## config.mk

```make
export PLATFORM = sky130hd
export DESIGN_NAME = seq_shifter
export DESIGN_NICKNAME = d
export VERILOG_FILES = /design/src/rtl/seq_shifter.sv
export SDC_FILE = /design/constraint.sdc
export NUM_CORES = 1
export LEC_CHECK = 0
export ABC_CLOCK_PERIOD_IN_PS = 2800
export CORE_ASPECT_RATIO = 0.5
export CORE_MARGIN = 4
export CORE_UTILIZATION = 50
export CTS_BUF_LIST = sky130_fd_sc_hd__clkbuf_2
export DETAILED_ROUTE_END_ITERATION = 16
export PLACE_DENSITY = 0.88
export RECOVER_POWER = 100
export SLEW_MARGIN = 20
export SYNTH_ARGS = -nofsm -noshare
export SYNTH_HDL_FRONTEND = slang
export SYNTH_SLANG_ARGS = --single-unit
```

## constraint.sdc

```tcl
create_clock -name Clk -period 2.8 [get_ports Clk]
set_input_delay 0.56 -clock Clk [delete_from_list [all_inputs] [get_ports Clk]]
set_output_delay 0.56 -clock Clk [all_outputs]
set_load 0.005 [all_outputs]
```

## src/rtl/seq_shifter.sv

```systemverilog
// seq_shifter: multicycle shifter with valid/ready handshakes on both sides.
// Supports logical-right, arithmetic-right, logical-left and rotate-right
// shifts, moving at most STEP bit positions per clock.
//
// Optional build macro: SEQ_SHIFTER_STATUS_EN adds the zero/sticky outputs.
//
// state | meaning
// ------+----------------------------------------------------------------
// IDLE  | in_ready high, waiting for in_valid
// RUN   | shifting the working register, remain positions left to go
// DONE  | result on d with out_valid high, waiting for out_ready
module seq_shifter #(
    parameter int DATAWIDTH = 8,
    parameter int STEP      = 1
) (
    input  logic                 Clk,
    input  logic                 Rst,
    input  logic                 in_valid,
    output logic                 in_ready,
    input  logic [DATAWIDTH-1:0] a,
    input  logic [DATAWIDTH-1:0] sh_amt,
    input  logic [1:0]           mode,
    output logic                 out_valid,
    input  logic                 out_ready,
    output logic [DATAWIDTH-1:0] d
`ifdef SEQ_SHIFTER_STATUS_EN
    ,
    output logic                 zero,
    output logic                 sticky
`endif
);

    // Count width holds 0..DATAWIDTH inclusive (saturated amount).
    localparam int CW = $clog2(DATAWIDTH) + 1;

    localparam logic [CW-1:0]        DW_CNT   = CW'(DATAWIDTH);
    localparam logic [DATAWIDTH-1:0] DW_VAL   = DATAWIDTH'(DATAWIDTH);
    localparam logic [CW-1:0]        STEP_CNT = CW'(STEP);
    localparam logic [DATAWIDTH-1:0] ONES     = '1;

    localparam logic [1:0] M_LSR = 2'b00;
    localparam logic [1:0] M_ASR = 2'b01;
    localparam logic [1:0] M_LSL = 2'b10;
    localparam logic [1:0] M_ROR = 2'b11;

    typedef enum logic [1:0] {
        S_IDLE = 2'b00,
        S_RUN  = 2'b01,
        S_DONE = 2'b10
    } state_t;

    state_t                 state;
    logic [DATAWIDTH-1:0]   work;
    logic [CW-1:0]          remain;
    logic [1:0]             mode_q;
    logic                   sign_q;

    logic [CW-1:0]          eff_amt;
    logic [CW-1:0]          k;
    logic [DATAWIDTH-1:0]   lo_mask;
    logic [DATAWIDTH-1:0]   hi_mask;
    logic [DATAWIDTH-1:0]   step_val;

`ifdef SEQ_SHIFTER_STATUS_EN
    logic                   sticky_acc;
    logic                   lost;
`endif

    // Ready only in IDLE; forced low while reset is held so a request
    // cannot be presented against a block that is being cleared.
    assign in_ready = Rst && (state == S_IDLE);

    // Effective shift amount: rotate wraps, the others saturate at DATAWIDTH.
    always_comb begin
        eff_amt = '0;
        if (mode == M_ROR) begin
            eff_amt = {1'b0, sh_amt[CW-2:0]};
        end else if (sh_amt >= DW_VAL) begin
            eff_amt = DW_CNT;
        end else begin
            eff_amt = sh_amt[CW-1:0];
        end
    end

    // Positions moved this RUN cycle: the full STEP, or whatever is left.
    always_comb begin
        k = (remain > STEP_CNT) ? STEP_CNT : remain;
    end

    // One RUN step of the working register by k positions.
    always_comb begin
        lo_mask  = ~(ONES << k);
        hi_mask  = ~(ONES >> k);
        step_val = work;
        case (mode_q)
            M_LSR:   step_val = work >> k;
            M_ASR:   step_val = (work >> k) | (hi_mask & {DATAWIDTH{sign_q}});
            M_LSL:   step_val = work << k;
            default: step_val = (work >> k) | (work << (DW_CNT - k));
        endcase
    end

`ifdef SEQ_SHIFTER_STATUS_EN
    // Any 1 pushed off the end during this step (rotate loses nothing).
    always_comb begin
        lost = 1'b0;
        case (mode_q)
            M_LSR:   lost = |(work & lo_mask);
            M_ASR:   lost = |(work & lo_mask);
            M_LSL:   lost = |(work & hi_mask);
            default: lost = 1'b0;
        endcase
    end
`endif

    // Control FSM, datapath registers and registered outputs.
    always_ff @(posedge Clk or negedge Rst) begin
        if (!Rst) begin
            state      <= S_IDLE;
            work       <= '0;
            remain     <= '0;
            mode_q     <= '0;
            sign_q     <= 1'b0;
            out_valid  <= 1'b0;
            d          <= '0;
`ifdef SEQ_SHIFTER_STATUS_EN
            sticky_acc <= 1'b0;
            zero       <= 1'b0;
            sticky     <= 1'b0;
`endif
        end else begin
            case (state)
                S_IDLE: begin
                    if (in_valid) begin
                        mode_q     <= mode;
                        sign_q     <= a[DATAWIDTH-1];
                        work       <= a;
                        remain     <= eff_amt;
`ifdef SEQ_SHIFTER_STATUS_EN
                        sticky_acc <= 1'b0;
                        sticky     <= 1'b0;
                        zero       <= 1'b0;
`endif
                        if (eff_amt == '0) begin
                            d         <= a;
                            out_valid <= 1'b1;
                            state     <= S_DONE;
`ifdef SEQ_SHIFTER_STATUS_EN
                            zero      <= (a == '0);
`endif
                        end else begin
                            state <= S_RUN;
                        end
                    end
                end
                S_RUN: begin
                    work       <= step_val;
                    remain     <= remain - k;
`ifdef SEQ_SHIFTER_STATUS_EN
                    sticky_acc <= sticky_acc | lost;
`endif
                    if (remain == k) begin
                        d         <= step_val;
                        out_valid <= 1'b1;
                        state     <= S_DONE;
`ifdef SEQ_SHIFTER_STATUS_EN
                        zero      <= (step_val == '0);
                        sticky    <= sticky_acc | lost;
`endif
                    end
                end
                S_DONE: begin
                    if (out_ready) begin
                        out_valid <= 1'b0;
                        state     <= S_IDLE;
                    end
                end
                default: begin
                    out_valid <= 1'b0;
                    state     <= S_IDLE;
                end
            endcase
        end
    end

`ifndef SYNTHESIS
    // The unused encoding must never be reached.
    a_state_legal: assert property (@(posedge Clk) disable iff (!Rst)
        state != 2'b11);

    // out_valid is high exactly while the result is being offered.
    a_valid_done: assert property (@(posedge Clk) disable iff (!Rst)
        out_valid == (state == S_DONE));

    // RUN always has work left to do.
    a_run_nonzero: assert property (@(posedge Clk) disable iff (!Rst)
        (state == S_RUN) |-> (remain != '0));
`endif

endmodule

```

== After elaboration in Yosys (flattened, before gate mapping) ==
Cells that the tools add are included.

* Flip-flop bits (word level): 26
* Logic and storage cells: 61

* Shift operators: 4
* Multiplexer cells: 22
* $lt $le $gt $ge: 2
* Bitwise logic cells: 4
* Reductions and logical operators: 10
* Equal/unequal tests: 10
* Add/subtract/negate cells: 2

{| class="wikitable"
|+ Operator list
! cell !! count
|-
| two-way mux 8 bit || 4
|-
| one-hot mux 8 bit (2 select lines) || 2
|-
| one-hot mux 8 bit (3 select lines) || 1
|-
| two-way mux 4 bit || 4
|-
| bitwise OR 8 bit || 2
|-
| << shifter 8 x 4 -> 8 bit || 2
|-
| AND 8 bit || 1
|-
| >= comparator 8 x 4 -> 1 bit, second input constant || 1
|-
| two-way mux 2 bit || 4
|-
| NOT 8 bit || 1
|-
| one-hot mux 4 bit (2 select lines) || 1
|-
| AND reduction 4 bit || 2
|-
| right shift 8 x 4 -> 8 bit || 1
|-
| right shift 8 x 4 -> 8 bit, first input constant || 1
|-
| == test 2 bit, second input constant || 3
|-
| != test 2 bit, second input constant || 3
|-
| one-hot mux 2 bit (3 select lines) || 1
|-
| == test 2 x 1 -> 1 bit, second input constant || 2
|-
| == test 4 bit || 1
|-
| greater-than comparator 4 x 1 -> 1 bit, second input constant || 1
|-
| zero test 2 bit || 2
|-
| zero test 4 bit || 1
|-
| two-way mux 1 bit || 4
|-
| AND reduction 2 bit || 2
|-
| other kinds (7) || 7
|}

== Longest topological paths before layout ==
Gate-level depths: netlist of run 1.

* Depth in word-level cells: 9
* Gate-level depth with buffers: 10

== Worst setup path after synthesis of run 1 ==
Ideal clock, no wire load.

* Path kind: flip-flop to flip-flop
* Start point: register remain[2]
* End point: register work[2]
* Library setup time: 0.083 ns
* Stages on the path, launching flop included: 11
* Arrival time: 2.346 ns
* Slack: 0.371 ns
* Path through: dfrtp_1 nor4_4 buf_2 ha_1 ha_1 clkbuf_1 o21ai_0 a21oi_1 o31ai_1 o21ai_0 o21ai_0

* Word-level cells in the longest chain between the ends: 8
* Elaborated cells between the ends (all ways): 13
* Classes of those cells: add/sub (1); order compare (1); shift (4); mux (3); bitwise (4)

{| class="wikitable"
|+ RTL lines
! item !! line !! text
|-
| from (decl) || 54 || <nowiki>logic [CW-1:0] remain;</nowiki>
|-
| from (signal assigned) || 138 || <nowiki>remain <= eff_amt;</nowiki>
|-
| from (signal assigned) || 158 || <nowiki>remain <= remain - k;</nowiki>
|-
| greater-than comparator 4 x 1 -> 1 bit || 87 || <nowiki>k = (remain > STEP_CNT) ? STEP_CNT : remain;</nowiki>
|-
| two-way mux 4 bit (*) || 87 ||
|-
| branches (longest 4 deep; another with subtractor 4 bit) || -- ||
|-
| one-hot mux 8 bit (3 select lines) (*) || 95 || <nowiki>case (mode_q)</nowiki>
|-
| one-hot mux 8 bit (2 select lines) (*) || 132 || <nowiki>case (state)</nowiki>
|-
| to (signal assigned) || 157 || <nowiki>work <= step_val;</nowiki>
|-
| to (decl) || 53 || <nowiki>logic [DATAWIDTH-1:0] work;</nowiki>
|}

Mark *: on every way between the ends.
A chain may end at the register's enable or synchronous reset.

== Final worst setup path of run 1 ==
* Start point: register remain[2]
* End point: register d[4]

* Word-level cells in the longest chain between the ends: 9
* Elaborated cells between the ends (all ways): 17
* Classes of those cells: add/sub (1); order compare (1); eq/ne (2); shift (4); mux (4); bitwise (4); reduce/logical (1)

{| class="wikitable"
|+ RTL lines
! item !! line !! text
|-
| branches (longest 9 deep; another with greater-than comparator 4 x 1 -> 1 bit) || -- ||
|-
| to (signal assigned) || 163 || <nowiki>d <= step_val;</nowiki>
|-
| to (decl) || 25 || <nowiki>output logic [DATAWIDTH-1:0] d</nowiki>
|}

Several ways; the timed one is not identified. The select of a mux whose other input is x is not followed.

==> impl_metrics.csv, run 1 <==
group,metric,value,unit
run_status,outcome,"complete, no violations",
sta,maxClockFrequency,410,MHz
worst_setup_path,slowest_stage,"sky130_fd_sc_hd__dfrtp_1",
worst_setup_path,critical_path_type,"register to register",
floorplanning,die_area,4600,um^2
yosys,post_synth_instance_area,1760,um^2
floorplanning,floorplan.initialDensity,0.553,
worst_setup_path,required,3.09,ns
routing,vias_per_cell,5.94,
worst_setup_path,worstSetupPathDepth,8,
grt,gr-total-overflow,0,
placement,dp_hpwl,3230,um
clock_network,cts_hold_buf,0,
worst_setup_path,critical-path-top-delay-family,"compound AO/OA/AOI/OAI gates",
cells_and_area,finish.net_count,250,
cells_and_area,sequential_cell_area,651,um^2
worst_hold_path,hold_depth,2,
routing,route.detailed.drc,0,
grt,initial_antenna_violation_count,0,
yosys,yosys.area.top_type,"sky130_fd_sc_hd__dfrtp_1",
sta,rsz0062_at_grt,"no",
clock_network,clkSinkCount,26,
placement,total_placed_instance_area,2110,um^2
placement,total_of_buffers_placed_on_input_and_output_ports,31,
sta,worst-slew-pin-transition,1.38,ns
clock_network,numCtsBuffers,3,
yosys,synth_largest_type_area_fraction,0.369,
yosys,synth_async_sr_flop_share,1.00,
pwr,seq_power_share,0.352,
sta,finalSetupTns,0,ns
clock_network,root_buffer,"sky130_fd_sc_hd__clkbuf_2",
cells_and_area,commonest_cells_after_routing_fill_and_taps_aside,"sky130_fd_sc_hd__dfrtp_1 (26), sky130_fd_sc_hd__nand2_1 (23), sky130_fd_sc_hd__clkdlybuf4s50_1 (20)",
pwr,power_density,1130,nW/um^2
sta,timing.max_slew.rel_slack,0.0795,
sta,finalSetupViolations,0,
worst_setup_path,wp_buf_inv,0,
clock_network,clock_pin_transition_on_the_worst_setup_and_hold_timing_paths,0.24,ns
clock_network,post_cts_repair_timing_setup_buffer_count,0,
floorplanning,num_rows,14,
grt,first_pass_grt_wire_length,7200,um
grt,first_global_vias,1514,
routing,route.vias.total,1599,
pwr,internal_power_contribution,1310,uW
yosys,syn_area_per_cell,9.29,um^2
clock_network,htreeDepth,1,
clock_network,clock_tree_from_tritoncts,"done",
sta,min_period_over_period,0.872,
floorplanning,floorplan.die.width,92.0,um
yosys,synth_cell_type_count,50,
pwr,p_leak,0.000881,uW
routing,antenna_left,0,
cells_and_area,final_cell_area,2120,um^2
yosys,yosys-top-cells-area,"sky130_fd_sc_hd__dfrtp_1 (37%), sky130_fd_sc_hd__mux2_2 (5.1%), sky130_fd_sc_hd__nand2_1 (4.9%)",
sta,final.setup_skew,0.00769,ns
worst_setup_path,critPathMaxStageDelay,0.52,ns
clock_network,cts_resized,0,
sta,drv_slew,0,
clock_network,worst_skew_pair.late_latency,0.35,ns
sta,final_critical_period,2.44,ns
yosys,synth_seq_cells,26,
run,maxCapViolations,0,
pwr,irDropWorstVdd,0.496,mV
worst_setup_path,cp_cell_instances,"nor4_4 -> ha_1 -> ha_1 -> nor2b_1 -> a311oi_1 -> o21ai_0 -> a21oi_1 -> o31ai_1",
pwr,power.share.switching,0.450,
grt,global_route.usage.total,0.195,
routing,drt_iter0_drc,154,
cells_and_area,multi_input_comb_area,990,um^2
pwr,clockPowerShare,0.099,
pwr,fin_total_pwr,2380,uW
worst_setup_path,worst-path-max-fanout,8,
yosys,synth_ff_type,"sky130_fd_sc_hd__dfrtp_1",
routing,route.final.wire_length,4230,um
floorplanning,placeableCoreArea,3190,um^2
worst_setup_path,worst_setup_path_start_kind,"register",
pwr,power.share.combinational,0.549,
worst_hold_path,timing.hold.worst.class,"register to register",
yosys,synth_sequential_area_ratio,0.369,
cells_and_area,diodes,0,
worst_setup_path,critPathMostFrequentCell,"sky130_fd_sc_hd__ha_1",
cells_and_area,final_common_cell,"sky130_fd_sc_hd__dfrtp_1",
yosys,synth-edff-count,0,
pwr,power.switching,1070,uW
routing,dr.pass1.iters,7,
worst_setup_path,worstPathArrival,2.73,ns
worst_setup_path,timing.critical_path.to_type,"register",
cells_and_area,layout-drive-gt1-share,0.0950,
floorplanning,ioPinCount,32,
clock_network,max-clock-path-buffers,2,
placement,gp_congestion,0.879,
sta,timing.final.hold_violations,0,
cells_and_area,final.fill_count,269,
yosys,synth.yosys.warnings,0,
yosys,postSynthCellCount,190,
grt,grt_start_max_net_pins,27,
routing,drt-wirelength-per-cell,15.7,um
worst_setup_path,worst-r2r-cell-count,8,
floorplanning,die_height,50,um
cells_and_area,layout-area-overhead-vs-synth,19.9,%
[per-layer routing]
| metal | wire length (um) | GRT usage | up-vias |
|---|---|---|---|
| met2 | 2030 | 0.325 | 78 |
| met1 | 1840 | 0.258 | 747 |
| met3 | 301 | 0.0395 | 10 |
| li1 | - | - | 764 |
| met4 | 55 | 0.0542 | 0 |
| met5 | 0 | 0 | - |
[final cells by class]
type / instances / share of cell area
multi-input combinational: 146 / 0.468
sequential: 26 / 0.308
timing repair buffer: 35 / 0.157
tap: 48 / 0.0284
inverter: 10 / 0.0177
clock inverter: 1 / 0.0142
clock buffer: 3 / 0.00710
[cells by family (layout without fill, tap and decap cells)]
family / Yosys count / in the layout / synth area share
AO/OA/AOI/OAI: 61 / 61 / 0.240
buffers and inverters: 20 / 49 / 0.0560
AND/OR/NAND/NOR: 60 / 60 / 0.189
multiplexers: 15 / 15 / 0.0993
other: 2 / 4 / 0.00426
adder cells (fa/ha/maj): 6 / 6 / 0.0426
flip-flops: 26 / 26 / 0.369
[registers in the layout, indices dropped and copies added (netlist names)]
register / count
d: 8
mode_q: 2
out_valid: 1
remain: 4
sign_q: 1
state: 2
work: 8
[worst min-delay path: stages (launching register included)]
cell	delay [ns]
sky130_fd_sc_hd__dfrtp_1	0.40
sky130_fd_sc_hd__nand2_1	0.05
sky130_fd_sc_hd__o31ai_1	0.05
[cell usage after synthesis, types with 2 or more instances]
cell type	number
sky130_fd_sc_hd__a211oi_1	2
sky130_fd_sc_hd__a21oi_1	12
sky130_fd_sc_hd__a311oi_1	4
sky130_fd_sc_hd__a31oi_1	3
sky130_fd_sc_hd__a41oi_1	2
sky130_fd_sc_hd__and2_1	3
sky130_fd_sc_hd__buf_6	3
sky130_fd_sc_hd__clkbuf_1	6
sky130_fd_sc_hd__conb_1	2
sky130_fd_sc_hd__dfrtp_1	26
sky130_fd_sc_hd__ha_1	6
sky130_fd_sc_hd__inv_1	9
sky130_fd_sc_hd__mux2_2	8
sky130_fd_sc_hd__mux2_4	3
sky130_fd_sc_hd__mux2i_1	4
sky130_fd_sc_hd__nand2_1	23
sky130_fd_sc_hd__nand2b_1	3
sky130_fd_sc_hd__nand3_1	5
sky130_fd_sc_hd__nor2_1	9
sky130_fd_sc_hd__nor2b_1	4
sky130_fd_sc_hd__nor3_1	2
sky130_fd_sc_hd__o21ai_0	13
sky130_fd_sc_hd__o21ai_1	5
sky130_fd_sc_hd__o21ai_2	2
sky130_fd_sc_hd__o31ai_1	5
sky130_fd_sc_hd__or4_1	2
[stage by stage]
| stage | hold slack, ns | util | worst slack (ns) | cells |
|---|---|---|---|---|
| after floorplan | 0.264 | - | 0.371 | 192 |
| after global placement | 0.459 | 0.662 | 0.399 | 265 |
| after detailed placement | 0.467 | 0.662 | 0.356 | 265 |
| after CTS | 0.519 | 0.676 | 0.353 | 269 |
| after global routing | 0.534 | 0.664 | 0.0823 | 269 |
| final | 0.512 | 0.664 | 0.359 | 269 |
[path summary, 6_finish.rpt]
path / start / to / slack [ns]
worst min register to register: d[4] / d[4] / 0.51
max in group asynchronous: Rst / d[0] / 0.96
worst max register to register: remain[2] / d[4] / 0.36
worst max-delay path: remain[2] / d[4] / 0.36
min in group asynchronous: Rst / state[1] / 1.04
worst min-delay path: d[4] / d[4] / 0.51
[power groups by stage]
stage	sequential [uW]	combinational, uW	clock [uW]
final	840	1310	235
after detailed placement	844	1390	0
after floorplan	732	1080	0
after CTS	833	1400	240
after global placement	827	1340	0
after global routing	874	1460	253
Note: power is estimated with default switching activity, not from simulation.
==> inputs of run 2 (changes only) <==
--- a/config.mk
+++ b/config.mk
@@ -7,7 +7,7 @@
 export LEC_CHECK = 0
 export ABC_CLOCK_PERIOD_IN_PS = 2800
 export CORE_ASPECT_RATIO = 0.5
-export CORE_MARGIN = 4
+export CORE_MARGIN = 1.5
 export CORE_UTILIZATION = 50
 export CTS_BUF_LIST = sky130_fd_sc_hd__clkbuf_2
 export DETAILED_ROUTE_END_ITERATION = 16
==> impl_metrics.csv, run 2 (same netlist as run 1, synthesis figures left out) <==
group,metric,value,unit
worst_setup_path,worst-path-max-fanout,8,
routing,dr.pass1.iters,6,
cells_and_area,biggestRegsByFlops,"d (8), work (8), remain (4)",
clock_network,root_buffer,"sky130_fd_sc_hd__clkbuf_2",
pwr,power_density,1140,nW/um^2
worst_setup_path,endpoint,"work[2]",
worst_setup_path,required,3.11,ns
sta,rsz0062_at_grt,"no",
clock_network,max-clock-path-buffers,2,
cells_and_area,commonest_cells_after_routing_fill_and_taps_aside,"sky130_fd_sc_hd__dfrtp_1 (26), sky130_fd_sc_hd__nand2_1 (23), sky130_fd_sc_hd__clkdlybuf4s50_1 (19)",
sta,worst-slew-pin-transition,1.40,ns
floorplanning,floorplan.initialDensity,0.556,
clock_network,cts_hold_buf,0,
placement,total_of_buffers_placed_on_input_and_output_ports,31,
grt,first_pass_grt_wire_length,7220,um
sta,finalSetupViolations,0,
sta,finalSetupTns,0,ns
cells_and_area,finish.net_count,251,
routing,drt-wirelength-per-cell,15.8,um
sta,timing.max_slew.rel_slack,0.0680,
run,maxCapViolations,0,
worst_setup_path,cp-startpoint,"remain[2]",
routing,route.vias.total,1617,
clock_network,clkSinkCount,26,
clock_network,htreeDepth,1,
sta,maxClockFrequency,407,MHz
worst_setup_path,critPathMostFrequentCell,"sky130_fd_sc_hd__o21ai_0",
grt,global_route.usage.total,0.243,
floorplanning,die_height,45,um
placement,worst_setup_timing_slack_at_the_placement_stage,0.357,ns
worst_setup_path,reg2reg_slack,0.35,ns
worst_setup_path,worstPathArrival,2.77,ns
sta,timing.final.hold_violations,0,
placement,dp_hpwl,3180,um
worst_setup_path,critPathMaxStageDelay,0.52,ns
cells_and_area,final_cell_area,2120,um^2
pwr,irDropWorstVdd,0.517,mV
grt,first_global_vias,1514,
placement,total_placed_instance_area,2120,um^2
sta,min_period_over_period,0.877,
worst_setup_path,worst_setup_path_start_kind,"register",
cells_and_area,final.fill_count,270,
worst_setup_path,timing.rr.start,"remain[2]",
cells_and_area,layout-area-overhead-vs-synth,20.4,%
placement,gp_congestion,0.889,
clock_network,clock_tree_from_tritoncts,"done",
sta,final.setup_skew,0.00669,ns
floorplanning,die_area,3920,um^2
worst_setup_path,worst-r2r-cell-count,8,
worst_hold_path,timing.hold.worst.class,"register to register",
routing,vias_per_cell,5.99,
worst_setup_path,reg2reg_to,"work[2]",
worst_setup_path,cp_cell_instances,"nor4_4 -> ha_1 -> ha_1 -> o21ai_0 -> a21oi_1 -> o31ai_1 -> o21ai_0 -> o21ai_0",
routing,drt_iter0_drc,153,
grt,grt_start_max_net_pins,27,
worst_setup_path,critical_path_type,"register to register",
floorplanning,num_rows,14,
sta,postLayoutSetupSlackWorst,0.346,ns
cells_and_area,layout-drive-gt1-share,0.0991,
worst_setup_path,wp_buf_inv,0,
floorplanning,ioPinCount,32,
cells_and_area,diodes,0,
clock_network,worst_skew_pair.late_latency,0.37,ns
floorplanning,floorplan.die.width,87.0,um
worst_setup_path,critical-path-top-delay-family,"compound AO/OA/AOI/OAI gates",
grt,initial_antenna_violation_count,0,
clock_network,numCtsBuffers,3,
worst_setup_path,slowest_stage,"sky130_fd_sc_hd__dfrtp_1",
sta,drv_slew,0,
routing,antenna_left,0,
cells_and_area,final_common_cell,"sky130_fd_sc_hd__dfrtp_1",
sta,final_critical_period,2.45,ns
clock_network,cts_resized,0,
grt,gr-total-overflow,0,
routing,route.final.wire_length,4280,um
routing,route.detailed.drc,0,
clock_network,clock_pin_transition_on_the_worst_setup_and_hold_timing_paths,0.25,ns
pwr,p_leak,0.000889,uW
worst_setup_path,timing.critical_path.to_type,"register",
floorplanning,placeableCoreArea,3170,um^2
run_status,outcome,"complete, no violations",
worst_setup_path,worstSetupPathDepth,8,
clock_network,post_cts_repair_timing_setup_buffer_count,0,
run 2: worst reg2reg max path: cells and delay by family, from the launching register on:
family	cells	cell delay (ns)
and+or+nand+nor	1	0.31
DFF	1	0.52
adders and majority gates	2	0.54
AOI/OAI and AO/OA	5	1.00
run 2: cell type report:
| type | count | area (um^2) | share of cell area |
|---|---|---|---|
| clock buffer | 3 | 15.0 | 0.00707 |
| inverter | 10 | 37.5 | 0.0177 |
| tap | 48 | 60.1 | 0.0283 |
| multi-input combinational | 146 | 990 | 0.466 |
| timing repair buffer | 36 | 340 | 0.160 |
| clock inverter | 1 | 30.0 | 0.0141 |
| sequential | 26 | 651 | 0.306 |
run 2: through the flow:
| step | power, uW | util | hold WS [ns] | cells |
|---|---|---|---|---|
| after detailed placement | 2260 | 0.668 | 0.474 | 266 |
| after CTS | 2500 | 0.682 | 0.522 | 270 |
| after global placement | 2180 | 0.668 | 0.460 | 266 |
| after floorplan | 1810 | - | 0.264 | 192 |
| final | 2420 | 0.670 | 0.508 | 270 |
| after global routing | 2620 | 0.670 | 0.555 | 270 |
run 2: metal layers:
layer  track usage  routed length (um)
met2         0.402                1960
met5             0                   0
met3        0.0475                 309
met4        0.0645                  70
met1         0.333                1940
run 2: worst min path at each step:
stage                      to  slack, ns      start  cells past startpoint
floorplan                d[0]       0.26        Rst                      0
global placement    out_valid       0.46  out_valid                      2
detailed placement       d[7]       0.47       d[7]                      2
CTS                      d[7]       0.52       d[7]                      2
global route             d[2]       0.56       d[2]                      2
finish                   d[7]       0.51       d[7]                      2
run 2: power breakdown:
group | switching, uW | internal (uW)
combinational | 713 | 631
sequential | 271 | 567
clock | 119 | 123
total | 1100 | 1320
==> inputs of run 3 (changes only) <==
--- a/config.mk
+++ b/config.mk
@@ -11,9 +11,10 @@
 export CORE_UTILIZATION = 50
 export CTS_BUF_LIST = sky130_fd_sc_hd__clkbuf_2
 export DETAILED_ROUTE_END_ITERATION = 16
+export GPL_ROUTABILITY_DRIVEN = 0
 export PLACE_DENSITY = 0.88
 export RECOVER_POWER = 100
-export SLEW_MARGIN = 20
+export SLEW_MARGIN = 30
 export SYNTH_ARGS = -nofsm -noshare
 export SYNTH_HDL_FRONTEND = slang
 export SYNTH_SLANG_ARGS = --single-unit
==> impl_metrics.csv, run 3 (same netlist as run 1, synthesis figures left out) <==
group,metric,value,unit
floorplanning,ioPinCount,32,
placement,dp_hpwl,3190,um
grt,first_global_vias,1581,
sta,final_critical_period,2.43,ns
routing,dr.pass1.iters,4,
clock_network,max-clock-path-buffers,2,
cells_and_area,layout-drive-gt1-share,0.0946,
sta,drv_slew,0,
worst_setup_path,critical_path_type,"register to register",
sta,min_period_over_period,0.867,
cells_and_area,layout-area-overhead-vs-synth,20.4,%
sta,finalSetupTns,0,ns
grt,global_route.usage.total,0.251,
sta,maxClockFrequency,412,MHz
worst_setup_path,reg2reg_to,"work[6]",
sta,finalSetupViolations,0,
worst_hold_path,timing.hold.worst.class,"register to register",
grt,gr-total-overflow,0,
clock_network,clkSinkCount,26,
floorplanning,floorplan.die.width,87.0,um
routing,route.final.wire_length,4520,um
worst_setup_path,timing.rr.start,"remain[2]",
sta,timing.final.hold_violations,0,
worst_setup_path,required,3.12,ns
floorplanning,num_rows,14,
run,maxCapViolations,0,
clock_network,post_cts_repair_timing_setup_buffer_count,0,
clock_network,cts_resized,0,
grt,grt_start_max_net_pins,27,
clock_network,root_buffer,"sky130_fd_sc_hd__clkbuf_2",
clock_network,clock_tree_from_tritoncts,"done",
pwr,fin_total_pwr,2450,uW
placement,total_of_buffers_placed_on_input_and_output_ports,31,
routing,drt-wirelength-per-cell,16.8,um
worst_setup_path,worst-r2r-cell-count,8,
routing,antenna_left,0,
cells_and_area,commonest_cells_after_routing_fill_and_taps_aside,"sky130_fd_sc_hd__dfrtp_1 (26), sky130_fd_sc_hd__nand2_1 (23), sky130_fd_sc_hd__clkdlybuf4s50_1 (20)",
floorplanning,placeableCoreArea,3170,um^2
floorplanning,floorplan.initialDensity,0.556,
floorplanning,die_area,3920,um^2
run_status,outcome,"complete, no violations",
worst_setup_path,worst_setup_path_start_kind,"register",
cells_and_area,final_common_cell,"sky130_fd_sc_hd__dfrtp_1",
cells_and_area,finish.net_count,251,
pwr,irDropWorstVdd,0.490,mV
routing,vias_per_cell,6.22,
routing,route.detailed.drc,0,
pwr,p_leak,0.000886,uW
cells_and_area,biggestRegsByFlops,"d (8), work (8), remain (4)",
clock_network,cts_hold_buf,0,
worst_setup_path,cp-startpoint,"remain[2]",
clock_network,clock_pin_transition_on_the_worst_setup_and_hold_timing_paths,0.25,ns
sta,worst-slew-pin-transition,1.42,ns
worst_setup_path,worst-path-max-fanout,8,
worst_setup_path,reg2reg_slack,0.37,ns
placement,worst_setup_timing_slack_at_the_placement_stage,0.373,ns
sta,rsz0062_at_grt,"no",
cells_and_area,postLayoutCoreUtil,0.670,
worst_setup_path,worstPathArrival,2.75,ns
clock_network,worst_skew_pair.late_latency,0.36,ns
routing,drt_iter0_drc,254,
sta,postLayoutSetupSlackWorst,0.371,ns
sta,final.setup_skew,0.00666,ns
clock_network,numCtsBuffers,3,
worst_hold_path,hold_depth,2,
worst_hold_path,min_from,"out_valid",
cells_and_area,diodes,0,
worst_setup_path,timing.critical_path.to_type,"register",
grt,initial_antenna_violation_count,0,
clock_network,htreeDepth,1,
worst_hold_path,worstHoldEndpoint,"out_valid",
pwr,power_density,1150,nW/um^2
floorplanning,die_height,45,um
routing,route.vias.total,1679,
grt,first_pass_grt_wire_length,7390,um
sta,timing.max_slew.rel_slack,0.0541,
[run 3: area by class of cell]
class | instances | area [um^2]
Multi-Input combinational cell | 146 | 990
Fill cell | 264 | 1050
Clock inverter | 1 | 30.0
Inverter | 10 | 37.5
Sequential cell | 26 | 651
Timing Repair Buffer | 36 | 340
Tap cell | 48 | 60.1
Clock buffer | 3 | 15.0
[run 3: per-layer routing]
| metal | vias to the layer above | global-route usage | routed length (um) |
|---|---|---|---|
| li1 | 762 | - | - |
| met2 | 95 | 0.414 | 2080 |
| met1 | 799 | 0.319 | 1920 |
| met4 | 0 | 0.119 | 167 |
| met5 | - | 0 | 0 |
| met3 | 23 | 0.0640 | 358 |
[run 3: how the worst max path moves through the flow]
stage,endpoint,slack (ns)
2_1_floorplan,work[2],0.37
3_3_place_gp,d[0],0.40
3_5_place_dp,d[0],0.37
4_1_cts,work[6],0.39
5_1_grt,work[6],0.19
6_report,work[6],0.37
[run 3: report_power, final]
group	internal, uW	leakage (uW)	switching (uW)	total, uW
registers	567	0.000312	282	849
logic	629	0.000548	733	1360
clock network	123	0.0000266	117	240
[run 3: worst max-delay path, cell delays in order (launching register included)]
cell	delay, ns
sky130_fd_sc_hd__dfrtp_1	0.52
sky130_fd_sc_hd__nor4_4	0.32
sky130_fd_sc_hd__ha_1	0.21
sky130_fd_sc_hd__ha_1	0.34
sky130_fd_sc_hd__nor2b_1	0.23
sky130_fd_sc_hd__o2bb2ai_1	0.15
sky130_fd_sc_hd__nand3_1	0.11
sky130_fd_sc_hd__a41oi_1	0.31
sky130_fd_sc_hd__mux2_2	0.21
[run 3: per-stage QoR]
| stage | cells | hold WS [ns] | cell area, um^2 |
|---|---|---|---|
| floorplan | 192 | 0.264 | 1770 |
| global placement | 266 | 0.459 | 2120 |
| detailed placement | 266 | 0.466 | 2120 |
| CTS | 270 | 0.517 | 2160 |
| global route | 270 | 0.534 | 2120 |
| finish | 270 | 0.509 | 2120 |
